## config.mk

```make
export PLATFORM = sky130hd
export DESIGN_NAME = button_capture_avs
export DESIGN_NICKNAME = d
export VERILOG_FILES = /design/src/rtl/btn_capture_pkg.sv /design/src/rtl/btn_capture_debounce.sv /design/src/rtl/button_capture_avs.sv
export SDC_FILE = /design/constraint.sdc
export NUM_CORES = 1
export LEC_CHECK = 0
export BUFFER_PORTS_ARGS = -buffer_cell sky130_fd_sc_hd__buf_2
export CAP_MARGIN = 20
export CELL_PAD_IN_SITES_DETAIL_PLACEMENT = 1
export CELL_PAD_IN_SITES_GLOBAL_PLACEMENT = 2
export CORE_MARGIN = 4
export CORE_UTILIZATION = 32
export DETAILED_ROUTE_END_ITERATION = 7
export GPL_TIMING_DRIVEN = 0
export PLACE_DENSITY_LB_ADDON = 0.2
export SYNTH_ARGS = -nofsm -noshare
export SYNTH_HDL_FRONTEND = slang
export SYNTH_SLANG_ARGS = --single-unit
```

## constraint.sdc

```tcl
create_clock -name clk -period 6.8 [get_ports clk]
set_input_delay 1.36 -clock clk [delete_from_list [all_inputs] [get_ports clk]]
set_output_delay 1.36 -clock clk [all_outputs]
set_load 0.01 [all_outputs]
```

## src/rtl/btn_capture_pkg.sv

```systemverilog
// ---------------------------------------------------------------------------
// btn_capture_pkg
//
// Purpose: shared constants for the button capture Avalon-MM slave.
//   - Word addresses of the four registers in the slave's map.
//   - Width of the saturating press counter kept for button 0.
//   - Helper that tests whether the press counter has saturated.
// ---------------------------------------------------------------------------
package btn_capture_pkg;

    // Register word addresses on avs_address
    localparam logic [1:0] ADDR_DATA  = 2'd0;
    localparam logic [1:0] ADDR_EDGE  = 2'd1;
    localparam logic [1:0] ADDR_MASK  = 2'd2;
    localparam logic [1:0] ADDR_COUNT = 2'd3;

    // Width of the press counter for button 0
    localparam int COUNT_W = 16;

    // True when the press counter holds its maximum value and must not wrap
    function automatic logic count_saturated(input logic [COUNT_W-1:0] value);
        return (value == {COUNT_W{1'b1}});
    endfunction

endpackage : btn_capture_pkg

```

## src/rtl/btn_capture_debounce.sv

```systemverilog
// ---------------------------------------------------------------------------
// btn_debounce
//
// Purpose: synchronise and debounce one button that has already been
// converted to "pressed = 1" polarity.
//
// Ports:
//   clk          in   system clock
//   reset        in   synchronous, active-high reset
//   pressed_raw  in   asynchronous pressed level from the pin
//   stable       out  debounced pressed level (0 after reset)
//   rise         out  one-cycle pulse in the cycle before stable goes 0 -> 1,
//                     so the owner can register the press on the same edge
//                     that stable changes
//
// The synchronised level has to differ from the accepted level for
// DEBOUNCE_CYCLES consecutive cycles before it is accepted; any return to
// the accepted level restarts the count.  Pin-to-stable latency is
// 2 + DEBOUNCE_CYCLES cycles.
// ---------------------------------------------------------------------------
module btn_debounce #(
    parameter int DEBOUNCE_CYCLES = 500000
) (
    input  logic clk,
    input  logic reset,
    input  logic pressed_raw,
    output logic stable,
    output logic rise
);

    // A counter of $clog2(DEBOUNCE_CYCLES) bits covers 0 .. DEBOUNCE_CYCLES-1
    localparam int CNT_W = (DEBOUNCE_CYCLES > 2) ? $clog2(DEBOUNCE_CYCLES) : 1;
    localparam logic [CNT_W-1:0] CNT_LAST = CNT_W'(DEBOUNCE_CYCLES - 1);

    logic             sync_meta;
    logic             sync_q;
    logic             stable_q;
    logic [CNT_W-1:0] cnt_q;
    logic             accept;

    // The new level has been held long enough; take it on the coming edge
    assign accept = (sync_q != stable_q) && (cnt_q == CNT_LAST);

    // Two-flop synchroniser, hold counter and accepted level
    always_ff @(posedge clk) begin
        if (reset) begin
            sync_meta <= 1'b0;
            sync_q    <= 1'b0;
            stable_q  <= 1'b0;
            cnt_q     <= '0;
        end else begin
            sync_meta <= pressed_raw;
            sync_q    <= sync_meta;
            if (sync_q == stable_q) begin
                cnt_q <= '0;
            end else if (accept) begin
                stable_q <= sync_q;
                cnt_q    <= '0;
            end else begin
                cnt_q <= cnt_q + 1'b1;
            end
        end
    end

    assign stable = stable_q;
    assign rise   = accept & sync_q;

endmodule : btn_debounce

```

## src/rtl/button_capture_avs.sv

```systemverilog
// ---------------------------------------------------------------------------
// button_capture_avs
//
// Purpose: Avalon-MM slave that brings up to 32 push-buttons into the Nios
// system.  Each button is synchronised and debounced, presses (0 -> 1 of the
// debounced level) are captured in a sticky write-1-to-clear register and
// raise a maskable level interrupt.  Presses of button 0 are also counted in
// a saturating 16-bit counter.
//
// Ports:
//   clk            in   system clock
//   reset          in   synchronous, active-high reset
//   btn_in         in   raw asynchronous button pins [WIDTH]
//   avs_address    in   register word address [2]
//   avs_read       in   read strobe
//   avs_readdata   out  read data [32], valid the cycle after avs_read,
//                       0 on every other cycle
//   avs_write      in   write strobe, takes effect on the strobe cycle
//   avs_writedata  in   write data [32]
//   irq            out  active-high level interrupt = |(EDGE & MASK)
//
// Register map:
//   0 DATA   RO   debounced pressed levels
//   1 EDGE   W1C  sticky press capture; a press beats a clear in the same cycle
//   2 MASK   RW   interrupt enable per button
//   3 COUNT  RW0  [15:0] presses of button 0, saturating; any write clears it,
//                 a coincident press leaves it at 1
// ---------------------------------------------------------------------------
module button_capture_avs
    import btn_capture_pkg::*;
#(
    parameter int WIDTH           = 1,
    parameter int DEBOUNCE_CYCLES = 500000,
    parameter int ACTIVE_LOW      = 1
) (
    input  logic             clk,
    input  logic             reset,
    input  logic [WIDTH-1:0] btn_in,
    input  logic [1:0]       avs_address,
    input  logic             avs_read,
    output logic [31:0]      avs_readdata,
    input  logic             avs_write,
    input  logic [31:0]      avs_writedata,
    output logic             irq
);

    logic [WIDTH-1:0]   pressed_raw;
    logic [WIDTH-1:0]   stable;
    logic [WIDTH-1:0]   press;
    logic [WIDTH-1:0]   edge_q;
    logic [WIDTH-1:0]   mask_q;
    logic [COUNT_W-1:0] count_q;
    logic [31:0]        readdata_q;
    logic [31:0]        read_mux;
    logic               wr_edge;
    logic               wr_mask;
    logic               wr_count;
    logic               unused_wdata;

    // Normalise pin polarity so that 1 always means pressed
    assign pressed_raw = (ACTIVE_LOW != 0) ? ~btn_in : btn_in;

    // One synchroniser/debouncer per button
    for (genvar i = 0; i < WIDTH; i++) begin : g_debounce
        btn_debounce #(
            .DEBOUNCE_CYCLES (DEBOUNCE_CYCLES)
        ) u_debounce (
            .clk         (clk),
            .reset       (reset),
            .pressed_raw (pressed_raw[i]),
            .stable      (stable[i]),
            .rise        (press[i])
        );
    end

    assign wr_edge  = avs_write && (avs_address == ADDR_EDGE);
    assign wr_mask  = avs_write && (avs_address == ADDR_MASK);
    assign wr_count = avs_write && (avs_address == ADDR_COUNT);

    // Only the low WIDTH bits of the write bus matter; the rest is ignored
    assign unused_wdata = ^avs_writedata;

    // Sticky press capture: clear first, then OR in presses so set wins
    always_ff @(posedge clk) begin
        if (reset) begin
            edge_q <= '0;
        end else if (wr_edge) begin
            edge_q <= (edge_q & ~avs_writedata[WIDTH-1:0]) | press;
        end else begin
            edge_q <= edge_q | press;
        end
    end

    always_ff @(posedge clk) begin
        if (reset) begin
            mask_q <= '0;
        end else if (wr_mask) begin
            mask_q <= avs_writedata[WIDTH-1:0];
        end
    end

    // Button 0 press counter; a write clears it but a coincident press
    // still counts, leaving 1
    always_ff @(posedge clk) begin
        if (reset) begin
            count_q <= '0;
        end else if (wr_count) begin
            count_q <= press[0] ? COUNT_W'(1) : '0;
        end else if (press[0] && !count_saturated(count_q)) begin
            count_q <= count_q + COUNT_W'(1);
        end
    end

    // Read mux sees the registers before any same-cycle write lands
    always_comb begin
        read_mux = '0;
        case (avs_address)
            ADDR_DATA:  read_mux = 32'(stable);
            ADDR_EDGE:  read_mux = 32'(edge_q);
            ADDR_MASK:  read_mux = 32'(mask_q);
            ADDR_COUNT: read_mux = 32'(count_q);
            default:    read_mux = '0;
        endcase
    end

    // Fixed read latency of one; the bus idles at zero between reads
    always_ff @(posedge clk) begin
        if (reset) begin
            readdata_q <= '0;
        end else if (avs_read) begin
            readdata_q <= read_mux;
        end else begin
            readdata_q <= '0;
        end
    end

    assign avs_readdata = readdata_q;
    assign irq          = |(edge_q & mask_q);

endmodule : button_capture_avs

```

# --- Yosys cells after proc, flatten, opt, wreduce, memory -nomap -nowiden ---
# Index checks and enable logic that the tools add are counted.
# W data, S select, Z words.
word_totals:
  regBits: 72
  latch_bits: 0
  mem_bits_rw: 0
  romBits: 0
  in_bits: 39
  out_inout_bits: 33
  elab_cells: 42
  mem_count: 0
classes:
  add_sub_neg: 2
  n_mul: 0
  div: 0
  order_cmp: 0
  n_eq_ne: 7
  shifts: 0
  n_mux: 5
  bitwise_logic: 9
  n_reduce_logical: 11
op_table:
  columns: ["cell", "count"]
  rows:
  - ["$pmux W32 S4", 1]
  - ["$mux W16", 2]
  - ["$add A19 B1 Y19 const B", 1]
  - ["$eq A19 B19 Y1 const B", 1]
  - ["$add A16 B1 Y16 const B", 1]
  - ["$eq A16 B16 Y1 const B", 1]
  - ["$logic_and A1 B1 Y1", 5]
  - ["$eq A2 B2 Y1 const B", 2]
  - ["$not A1 Y1", 4]
  - ["$and A1 B1 Y1", 3]
  - ["$reduce_or A3 Y1", 1]
  - ["$eq A2 B1 Y1 const B", 1]
  - ["$logic_not A2 Y1", 1]
  - ["$mux W1", 2]
  - ["$or A1 B1 Y1", 2]
  - ["$reduce_and A2 Y1", 1]
  - ["$reduce_bool A2 Y1", 1]
  - ["$reduce_or A2 Y1", 1]
  - ["$eq A1 B1 Y1", 1]
  - ["$logic_not A1 Y1", 1]
  - ["$ne A1 B1 Y1", 1]

# --- Depth between registers and ports, before layout ---
# Gate-level depths: netlist (run 1).
logic_depth:
  ltp_word: 6
  ltp_mapped: 7
  ltp_nobuf: 6

# --- By module ---
# Synthesis (run 1) repeated with hierarchy kept, for this count alone.
hier_totals:
  cells_unflattened: 279
  area_unflattened_um2: 2632.5
modules_own_cells:
  columns: ["mod", "instances", "cells_per_inst", "area_per_inst_um2", "seq_area_each_um2"]
  rows:
  - ["button_capture_avs", 1, 163, 1611.5, 680.7]
  - ["btn_debounce", 1, 116, 1021.0, 440.4]

# --- Worst setup path after synthesis (run 1) ---
# Ideal clock, no wire load.
synth_timing:
  path_type: "reg2reg"
  startpoint: "register g_debounce[0].u_debounce.cnt_q[9]"
  endpoint: "register count_q[14]"
  setup_ns: 0.070
  arrival_time_ns: 2.341
  t_required_ns: 6.730
  slack_ns: 4.389
  stages_incl_launch_ff: 7
  path_buffers: 1
  period_less_slack_ns: 2.411
  cell_sequence: "dfxtp_1 or4b_4 or4b_4 or2_1 buf_6 or4_1 a21oi_1"
synth_via:
  elab_chain_len: 5
synth_lines:
  columns: ["element", "line_no", "source"]
  rows:
  - ["start, declared", "btn_capture_debounce.sv:38", "logic [CNT_W-1:0] cnt_q;"]
  - ["start signal, assigned", "btn_capture_debounce.sv:60", "cnt_q <= cnt_q + 1'b1;"]
  - ["$eq A19 B19 Y1", "btn_capture_debounce.sv:42", "assign accept = (sync_q != stable_q) && (cnt_q == CNT_LAST);"]
  - ["$logic_and A1 B1 Y1", "btn_capture_debounce.sv:42", null]
  - ["$and A1 B1 Y1", "btn_capture_debounce.sv:66", "assign rise = accept & sync_q;"]
  - ["$logic_and A1 B1 Y1", "button_capture_avs.sv:109", "end else if (press[0] && !count_saturated(count_q)) begin"]
  - ["$reduce_bool A2 Y1 (no source line)", null, null]
  - ["end signal, assigned", "button_capture_avs.sv:108", "count_q <= press[0] ? COUNT_W'(1) : '0;"]
  - ["end signal, assigned", "button_capture_avs.sv:110", "count_q <= count_q + COUNT_W'(1);"]
  - ["end, declared", "button_capture_avs.sv:52", "logic [COUNT_W-1:0] count_q;"]
# Every way passes these cells.
# A chain may end at the register's enable or synchronous reset.

# --- Worst setup path after layout (run 1) ---
layout_timing:
  startpoint: "register g_debounce[0].u_debounce.cnt_q[0]"
  endpoint: "register count_q[13]"
# Same word-level chain as after synthesis.

==> flow_summary.toml, run 1 <==
[min_path]
hold_path.class = "flop to flop"

[sta]
fin_setup_tns_ns = 0
setup_viol = 0
maxSlewViolCount = 0
post-route-period-util = 0.386
rsz0062_at_grt = "false"
whs_ns = 0.464
fmax_mhz = 381
hold_viol_final = 0
fin_crit_ns = 2.63
tightest_slew_ns = 0.530
finClkSkew_ns = 0.00916
max-slew-margin-rel = 0.644

[synth]
synthCells = 276
yosysMostFrequentCell = "dfxtp_1"
synth_edf_count = 0
ys_ff_latch = 56
ys.flop_type = "dfxtp_1"
ys.warnings.count = 0
synth_commonest_cells = "dfxtp_1, nor2_1, nand3_1"
synth_area_um2 = 2480
yosysTopAreaCell = "dfxtp_1"
yosysTopAreaCellShare = 0.453
avgSynthCellArea_um2 = 8.97
synth_cell_types = 43
synthArstFlopShare = 0
synthTopCellsByArea = "dfxtp_1, nor2_1, buf_4, and2_1, xnor2_1"
ys_seq_area_frac = 0.453

[clock_tree]
cts_buffers = 5
cts_resized = 0
hold_buffers = 0
clockBufferDepth = 2
cts_setup_buffers = 0
clk_latency_ns = 0.31
cts_tree = "built"
cts-root-buf = "clkbuf_8"
numClockSinks = 56
h-tree-depth = 2
clkTransAtPathRegs_ns = 0.09

[setup_path]
path_class = "flop to flop"
required_ns = 7.04
endpoint_kind = "flop"
arrival_ns = 2.86
start_kind = "flop"
cp_max_fo = 5

[layout]
final.fill_count = 906
fin_nets = 364
diodes = 0
area_delta_synth_final_pct = 16.7
finalNonFillerCells = 423
layout-drive-gt1-share = 0.167
final_core_util = 0.392

[grt]
antenna_found_initial = 0
track_usage = 0.137
grt_pass1_wl_um = 9810
overflow = 0
grt_max_degree = 17
grt_pass1_vias = 2092

[routing]
drc = 0
routedWlPerCell_um = 13.3
ant_nets = 0
via_count = 2040
wl_um = 5630
vias_per_cell = 4.82
drt_iter0_markers = 29
dr.pass1.iters = 4

[power_and_ir_drop]
p_comb_frac = 0.041
power_frac_seq = 0.580
swShare = 0.211
total_power_mw = 0.568
clock_power_share = 0.380
power_switching_mw = 0.120
p_leak_nw = 1.07
peakVddDrop_mv = 0.120
p_per_area_nw_per_um2 = 197
p_int_mw = 0.448

[floorplan]
die_area_um2 = 9210
start_util = 0.336
die_h_um = 96.0
ios = 72
core_um2 = 7370
die_w_um = 96.0
std_cell_rows = 31

[job]
cap_viol_max_count = 0

[place]
place.gp.congestion = 0.758
place_inst = 414
place.port_buffers = 24
post-dp-hpwl_um = 4180

[run_status]
status = "finished clean"
-- cell families (layout without fill, tap and decap cells) --
| family | after synthesis | count (layout) | synth area share |
|---|---|---|---|
| and+or+nand+nor | 138 | 138 | 0.307 |
| DFF | 56 | 56 | 0.453 |
| adders and majority gates | 2 | 2 | 0.0101 |
| xor gates and xnor gates | 19 | 19 | 0.0672 |
| other | 1 | 16 | 0.00151 |
| muxes | 3 | 3 | 0.0172 |
| buffers and inverters | 27 | 60 | 0.0712 |
| AOI/OAI and AO/OA | 30 | 30 | 0.0733 |
-- routing by layer --
metal | vias to the layer above | GRT usage | part of all wire | wire length (µm)
li1 | 1029 | - | - | -
met1 | 976 | 0.161 | 0.45 | 2510
met2 | 26 | 0.243 | 0.51 | 2860
met3 | 9 | 0.0281 | 0.029 | 164
met4 | 0 | 0.0533 | 0.018 | 99
met5 | - | 0 | 0 | 0
-- final timing paths --
check	startpoint	endpoint	slack, ns	cells after the start
worst max register to register	g_debounce[0].u_debounce.cnt_q[0]	count_q[13]	4.17	6
worst min register to register	g_debounce[0].u_debounce.sync_meta	g_debounce[0].u_debounce.sync_q	0.46	1
worst max-delay path	g_debounce[0].u_debounce.cnt_q[0]	count_q[13]	4.17	6
worst min-delay path	g_debounce[0].u_debounce.sync_meta	g_debounce[0].u_debounce.sync_q	0.46	1
-- power groups by stage --
stage / sequential (mW) / clock, mW / combinational, mW
after floorplan: 0.337 / 0 / 0.0172
after global placement: 0.337 / 0 / 0.0230
after detailed placement: 0.337 / 0 / 0.0231
after CTS: 0.329 / 0.227 / 0.0231
after global routing: 0.330 / 0.239 / 0.0265
final: 0.329 / 0.216 / 0.0232
-- critical path: stages, from the launching register on --
cell	delay, ns
dfxtp_1	0.41
ha_1	0.31
nand4b_1	0.21
or4b_4	0.59
or3_1	0.36
or4_1	0.50
a21oi_1	0.17
-- metrics by stage --
stage                     area [µm²]  setup WS [ns]
after global routing            2890           3.85
after floorplan                 2530           4.39
final                           2890           4.17
after global placement          2780           3.97
after detailed placement        2780           4.00
after CTS                       2880           4.09
-- cell usage in the layout (no fill, tap or decap), drive strengths merged, types with 6 or more instances in the layout --
master,count
a21oi,13
and2,16
buf,42
clkbuf,13
conb,16
dfxtp,56
nand2,16
nand3,17
nand4,8
nor2,35
nor4,6
o21ai,6
or3,8
xnor2,10
xor2,9
-- final cells by class --
class                   count  area (µm²)  share of cell area
inverters                   3        11.3             0.00390
clock buffers               6        72.6              0.0251
clock inverters             2        35.0              0.0121
repair buffers             25         125              0.0433
well taps                  99         124              0.0429
multi-input cells         208        1230               0.427
flip-flops and latches     56        1120               0.388
plain buffers              24         165              0.0572
-- flip-flops by register name (all words and copies together), names as in the netlist --
name and count:
g_debounce.u_debounce.cnt_q 19, edge_q 1, mask_q 1, count_q 16, g_debounce.u_debounce.sync_q 1, g_debounce.u_debounce.stable 1, g_debounce.u_debounce.sync_meta 1, avs_readdata 16
(Power assumes the default switching activity.)
==> inputs of run 2 (changes only) <==
--- a/config.mk
+++ b/config.mk
@@ -10,7 +10,7 @@
 export CELL_PAD_IN_SITES_DETAIL_PLACEMENT = 1
 export CELL_PAD_IN_SITES_GLOBAL_PLACEMENT = 2
 export CORE_MARGIN = 4
-export CORE_UTILIZATION = 32
+export CORE_UTILIZATION = 30
 export DETAILED_ROUTE_END_ITERATION = 7
 export GPL_TIMING_DRIVEN = 0
 export PLACE_DENSITY_LB_ADDON = 0.2
==> constraint.sdc (replaced) <==
create_clock -name clk -period 2.6 [get_ports clk]
set_input_delay 0.52 -clock clk [delete_from_list [all_inputs] [get_ports clk]]
set_output_delay 0.52 -clock clk [all_outputs]
set_load 0.01 [all_outputs]
==> run 2 against run 1 <==
  * First-iteration DRC count decreased by 10%
  * Die area is 6.1% higher
  * Power is 140% higher
  * Clock power up 110%
  * Combinational power rose to 2.6 times the previous value
  * Critical endpoint is now count_q[6]
==> flow_summary.toml, run 2 (synthesis results as in run 1) <==
[place]
place_inst = 417
place.port_buffers = 24
place.gp.congestion = 0.766
post-dp-hpwl_um = 4210
post_dp_cell_area_um2 = 2780

[sta]
setup_viol = 0
fin_crit_ns = 2.56
finClkSkew_ns = 0.0120
rsz0062_at_grt = "true"
hold_viol_final = 0
fmax_mhz = 391
maxSlewViolCount = 0
tightest_slew_ns = 0.588
whs_ns = 0.358
max-slew-margin-rel = 0.608
post-route-period-util = 0.983

[floorplan]
die_area_um2 = 9770
std_cell_rows = 32
core_um2 = 7890
die_w_um = 98.9
die_h_um = 98.9
ios = 72
start_util = 0.314

[layout]
largest_register_ffs = 19
final_cell_mix = "dfxtp_1, nor2_1, buf_2"
final.fill_count = 939
fin_nets = 365
multi_input_area_um2 = 1290
finalNonFillerCells = 426
diodes = 0
layout_commonest_cell = "dfxtp_1"
top_register = "g_debounce.u_debounce.cnt_q"
register_area_um2 = 1130
area_delta_synth_final_pct = 18.9
finalInstanceArea_um2 = 2940
layout-drive-gt1-share = 0.219

[grt]
grt_max_degree = 17
antenna_found_initial = 0
overflow = 0
grt_pass1_wl_um = 9850
grt_pass1_vias = 2017
track_usage = 0.121

[setup_path]
endpoint_kind = "flop"
startpoint = "g_debounce[0].u_debounce.cnt_q[10]"
slowest_delay_ns = 0.57
start_kind = "flop"
reg2reg_depth = 6
arrival_ns = 2.80
path_class = "flop to flop"
slowest_stage = "or4b_4"
cp_max_fo = 10
required_ns = 2.85
endpoint = "count_q[6]"
reg2reg_slack_ns = 0.04
r2r-end = "count_q[6]"
path_cells = "or4b_4 -> or4b_4 -> or3_4 -> buf_6 -> or3_4 -> a21oi_2"
r2r-start = "g_debounce[0].u_debounce.cnt_q[10]"

[clock_tree]
clockBufferDepth = 2
h-tree-depth = 2
cts_buffers = 5
cts_tree = "built"
cts-root-buf = "clkbuf_8"
clk_latency_ns = 0.31
clkTransAtPathRegs_ns = 0.10
numClockSinks = 56

[routing]
drc = 0
ant_nets = 0
wl_um = 5680
vias_per_cell = 4.77
via_count = 2030
routedWlPerCell_um = 13.3
dr.pass1.iters = 4
drt_iter0_markers = 26

[power_and_ir_drop]
peakVddDrop_mv = 0.267
total_power_mw = 1.38
p_leak_nw = 1.09
p_per_area_nw_per_um2 = 470

[min_path]
hold_path.class = "primary input to flop"
hp-start = "btn_in"

[run_status]
status = "finished clean"

[job]
cap_viol_max_count = 0
run 2: changes by cell type in the layout (fill, tap and decap cells not counted), moves of 2 or more:
cell      previous run  this run
dfxtp_1             56        49
a21oi_2              0         2
or3_1                8         6
dfxtp_4              0         2
dfxtp_2              0         5
clkbuf_1             7         5
or3_4                0         2
a21oi_1             13        11
buf_4               16        18
run 2: repair_timing:
action	4_1_cts	5_1_grt
hold buffers	0	0
gates cloned	0	0
setup endpoints to repair	18	17
gates resized for setup	3	17
pin swaps	0	4
setup buffers	0	2
run 2: final cells by class:
type | instances | share of cell area
inverter | 3 | 0.00382
timing repair buffer | 26 | 0.0459
buffer | 24 | 0.0565
clock buffer | 5 | 0.0234
sequential | 56 | 0.385
clock inverter | 2 | 0.00425
tap | 102 | 0.0433
multi-input combinational | 208 | 0.437
run 2: where the power goes:
group | leakage [nW] | internal (mW) | total, mW | switching (mW)
sequential | 0.456 | 0.857 | 0.859 | 0.00179
combinational | 0.594 | 0.0269 | 0.0609 | 0.0340
clock | 0.0400 | 0.183 | 0.463 | 0.280
total | 1.09 | 1.07 | 1.38 | 0.315
run 2: layer usage:
metal / global-route usage / vias up / share of wire / wire (µm)
li1: - / 1036 / - / -
met1: 0.155 / 967 / 0.47 / 2690
met2: 0.204 / 23 / 0.49 / 2770
met3: 0.0248 / 4 / 0.027 / 153
met4: 0.0410 / 0 / 0.011 / 63
met5: 0 / - / 0 / 0
run 2: through the flow:
step / utilization / setup WS, ns / TNS (ns)
floorplan: - / 0.189 / 0
global placement: 0.352 / -0.0183 / -0.0583
detailed placement: 0.352 / -0.0791 / -0.584
CTS: 0.364 / 0.00289 / 0
global route: 0.373 / -0.0127 / -0.0127
finish: 0.373 / 0.0441 / 0
run 2: critical path: cells and delay by family, from the launching register on:
family	cells	cell delay [ns]
AO/OA/AOI/OAI	1	0.14
AND/OR/NAND/NOR	4	1.83
buffers and inverters	1	0.15
flip-flops	1	0.37
run 2: how the worst min path moves through the flow:
stage | slack, ns | cells after the start | end
final | 0.36 | 2 | g_debounce[0].u_debounce.sync_meta
after CTS | 0.34 | 2 | g_debounce[0].u_debounce.sync_meta
after global placement | 0.42 | 1 | g_debounce[0].u_debounce.sync_q
after floorplan | 0.41 | 1 | g_debounce[0].u_debounce.sync_q
after detailed placement | 0.44 | 1 | g_debounce[0].u_debounce.sync_q
after global routing | 0.34 | 2 | g_debounce[0].u_debounce.sync_meta
==> inputs of run 3 (changes only) <==
--- a/config.mk
+++ b/config.mk
@@ -9,7 +9,6 @@
 export CAP_MARGIN = 20
 export CELL_PAD_IN_SITES_DETAIL_PLACEMENT = 1
 export CELL_PAD_IN_SITES_GLOBAL_PLACEMENT = 2
-export CORE_MARGIN = 4
 export CORE_UTILIZATION = 30
 export DETAILED_ROUTE_END_ITERATION = 7
 export GPL_TIMING_DRIVEN = 0
==> run 3 against run 2 <==
  * Power is 8.4% higher
  * Sequential cell count stayed put
  * Critical path type unchanged
  * Worst setup slack worse by 0.0089 ns
  * Combinational power hardly changed
  * Non-clock buffer count stayed put
  * Global-route usage is 1.7 points higher
  * Final area is 0.64% higher
  * Core utilization is 0.43 points higher
  * Register-to-register slack hardly changed
  * Sequential share of layout area is 0.33 points lower
  * Hold slack better by 0.0020 ns
==> flow_summary.toml, run 3 (synthesis results as in run 1) <==
[place]
pre_cts_slack_ns = -0.0909
place.gp.congestion = 0.785
place.port_buffers = 24
place_inst = 417
post-dp-hpwl_um = 4150

[grt]
grt_max_degree = 18
antenna_found_initial = 0
grt_pass1_vias = 2034
overflow = 0
grt_pass1_wl_um = 9500
track_usage = 0.139

[sta]
whs_ns = 0.360
setup_viol = 0
finClkSkew_ns = 0.0108
post-route-period-util = 0.986
fmax_mhz = 390
tightest_slew_ns = 0.702
hold_viol_final = 0
maxSlewViolCount = 0
layout_setup_ws_ns = 0.0352
fin_crit_ns = 2.56
max-slew-margin-rel = 0.528
rsz0062_at_grt = "true"

[layout]
area_delta_synth_final_pct = 19.7
top_register = "g_debounce.u_debounce.cnt_q"
largest_register_ffs = 19
finalNonFillerCells = 427
fin_nets = 365
diodes = 0
layout_commonest_cell = "dfxtp_1"
final_cell_mix = "dfxtp_1, nor2_1, buf_2"
layout-drive-gt1-share = 0.212

[power_and_ir_drop]
p_int_mw = 1.18
swShare = 0.216
power_frac_seq = 0.573
peakVddDrop_mv = 0.226
total_power_mw = 1.50
p_per_area_nw_per_um2 = 506
power_switching_mw = 0.324
p_comb_frac = 0.040
p_leak_nw = 1.09
clock_power_share = 0.387

[routing]
dr.pass1.iters = 4
routedWlPerCell_um = 13.1
via_count = 2036
ant_nets = 0
drt_iter0_markers = 39
vias_per_cell = 4.77
wl_um = 5590
drc = 0

[setup_path]
slowest_stage = "or4b_4"
slowest_delay_ns = 0.58
endpoint_kind = "flop"
cp_max_fo = 10
required_ns = 2.84
arrival_ns = 2.81
path_class = "flop to flop"
start_kind = "flop"
path_cells = "or4b_4 -> or4b_4 -> or3_4 -> buf_6 -> or3_4 -> a21oi_2"

[clock_tree]
clk_latency_ns = 0.31
h-tree-depth = 2
numClockSinks = 56
cts-root-buf = "clkbuf_8"
cts_tree = "built"
clkTransAtPathRegs_ns = 0.10
cts_buffers = 5
clockBufferDepth = 2

[run_status]
status = "finished clean"

[floorplan]
die_w_um = 92.9
die_area_um2 = 8620
std_cell_rows = 32
ios = 72
core_um2 = 7850
die_h_um = 92.9
start_util = 0.316

[job]
cap_viol_max_count = 0

[min_path]
hold_path.class = "primary input to flop"
[run 3: area by class of cell]
class	count	area, µm²
clock inverters	2	38.8
multi-input cells	208	1270
plain buffers	23	163
well taps	102	128
flip-flops and latches	56	1130
repair buffers	27	143
inverters	3	11.3
clock buffers	6	72.6
fillers	955	4880
[run 3: repair_timing]
item / CTS / global route
hold buffers: 0 / 0
gates resized for setup: 7 / 10
buffers inserted: 0 / 3
hold endpoints to repair: 0 / 0
pin swaps: 0 / 4
endpoints found under the setup margin: 17 / 15
[run 3: worst max-delay path, delay by kind of cell (launching register included)]
family,cells,cell delay (ns)
simple gates,4,1.83
flops,1,0.37
compound gates,1,0.14
buf+inv,1,0.15
[run 3: power by group through the flow]
stage	Clock (mW)	Combinational, mW	Sequential [mW]
final	0.580	0.0606	0.859
after global routing	0.644	0.0673	0.860
after CTS	0.609	0.0602	0.862
after detailed placement	0	0.0599	0.881
after global placement	0	0.0597	0.881
after floorplan	0	0.0449	0.881
[run 3: stage by stage]
step | util | instance area (µm²) | TNS, ns
final | 0.378 | 2960 | 0
after global routing | 0.378 | 2960 | -0.0224
after CTS | 0.373 | 2920 | 0
after detailed placement | 0.354 | 2780 | -0.378
after global placement | 0.354 | 2780 | -0.00739
after floorplan | - | 2530 | 0
[run 3: path summary, 6_finish.rpt]
check,from,slack [ns],endpoint,cells past startpoint
hold / removal,btn_in,0.36,g_debounce[0].u_debounce.sync_meta,2
hold reg to reg,g_debounce[0].u_debounce.sync_meta,0.45,g_debounce[0].u_debounce.sync_q,1
setup reg to reg,g_debounce[0].u_debounce.cnt_q[11],0.04,count_q[8],6
setup / recovery,g_debounce[0].u_debounce.cnt_q[11],0.04,count_q[8],6
[run 3: per-layer routing]
metal  wire, µm  global-route usage
met1       2640               0.169
met2       2740               0.238
met3        140              0.0287
met4         71              0.0551
met5          0                   0
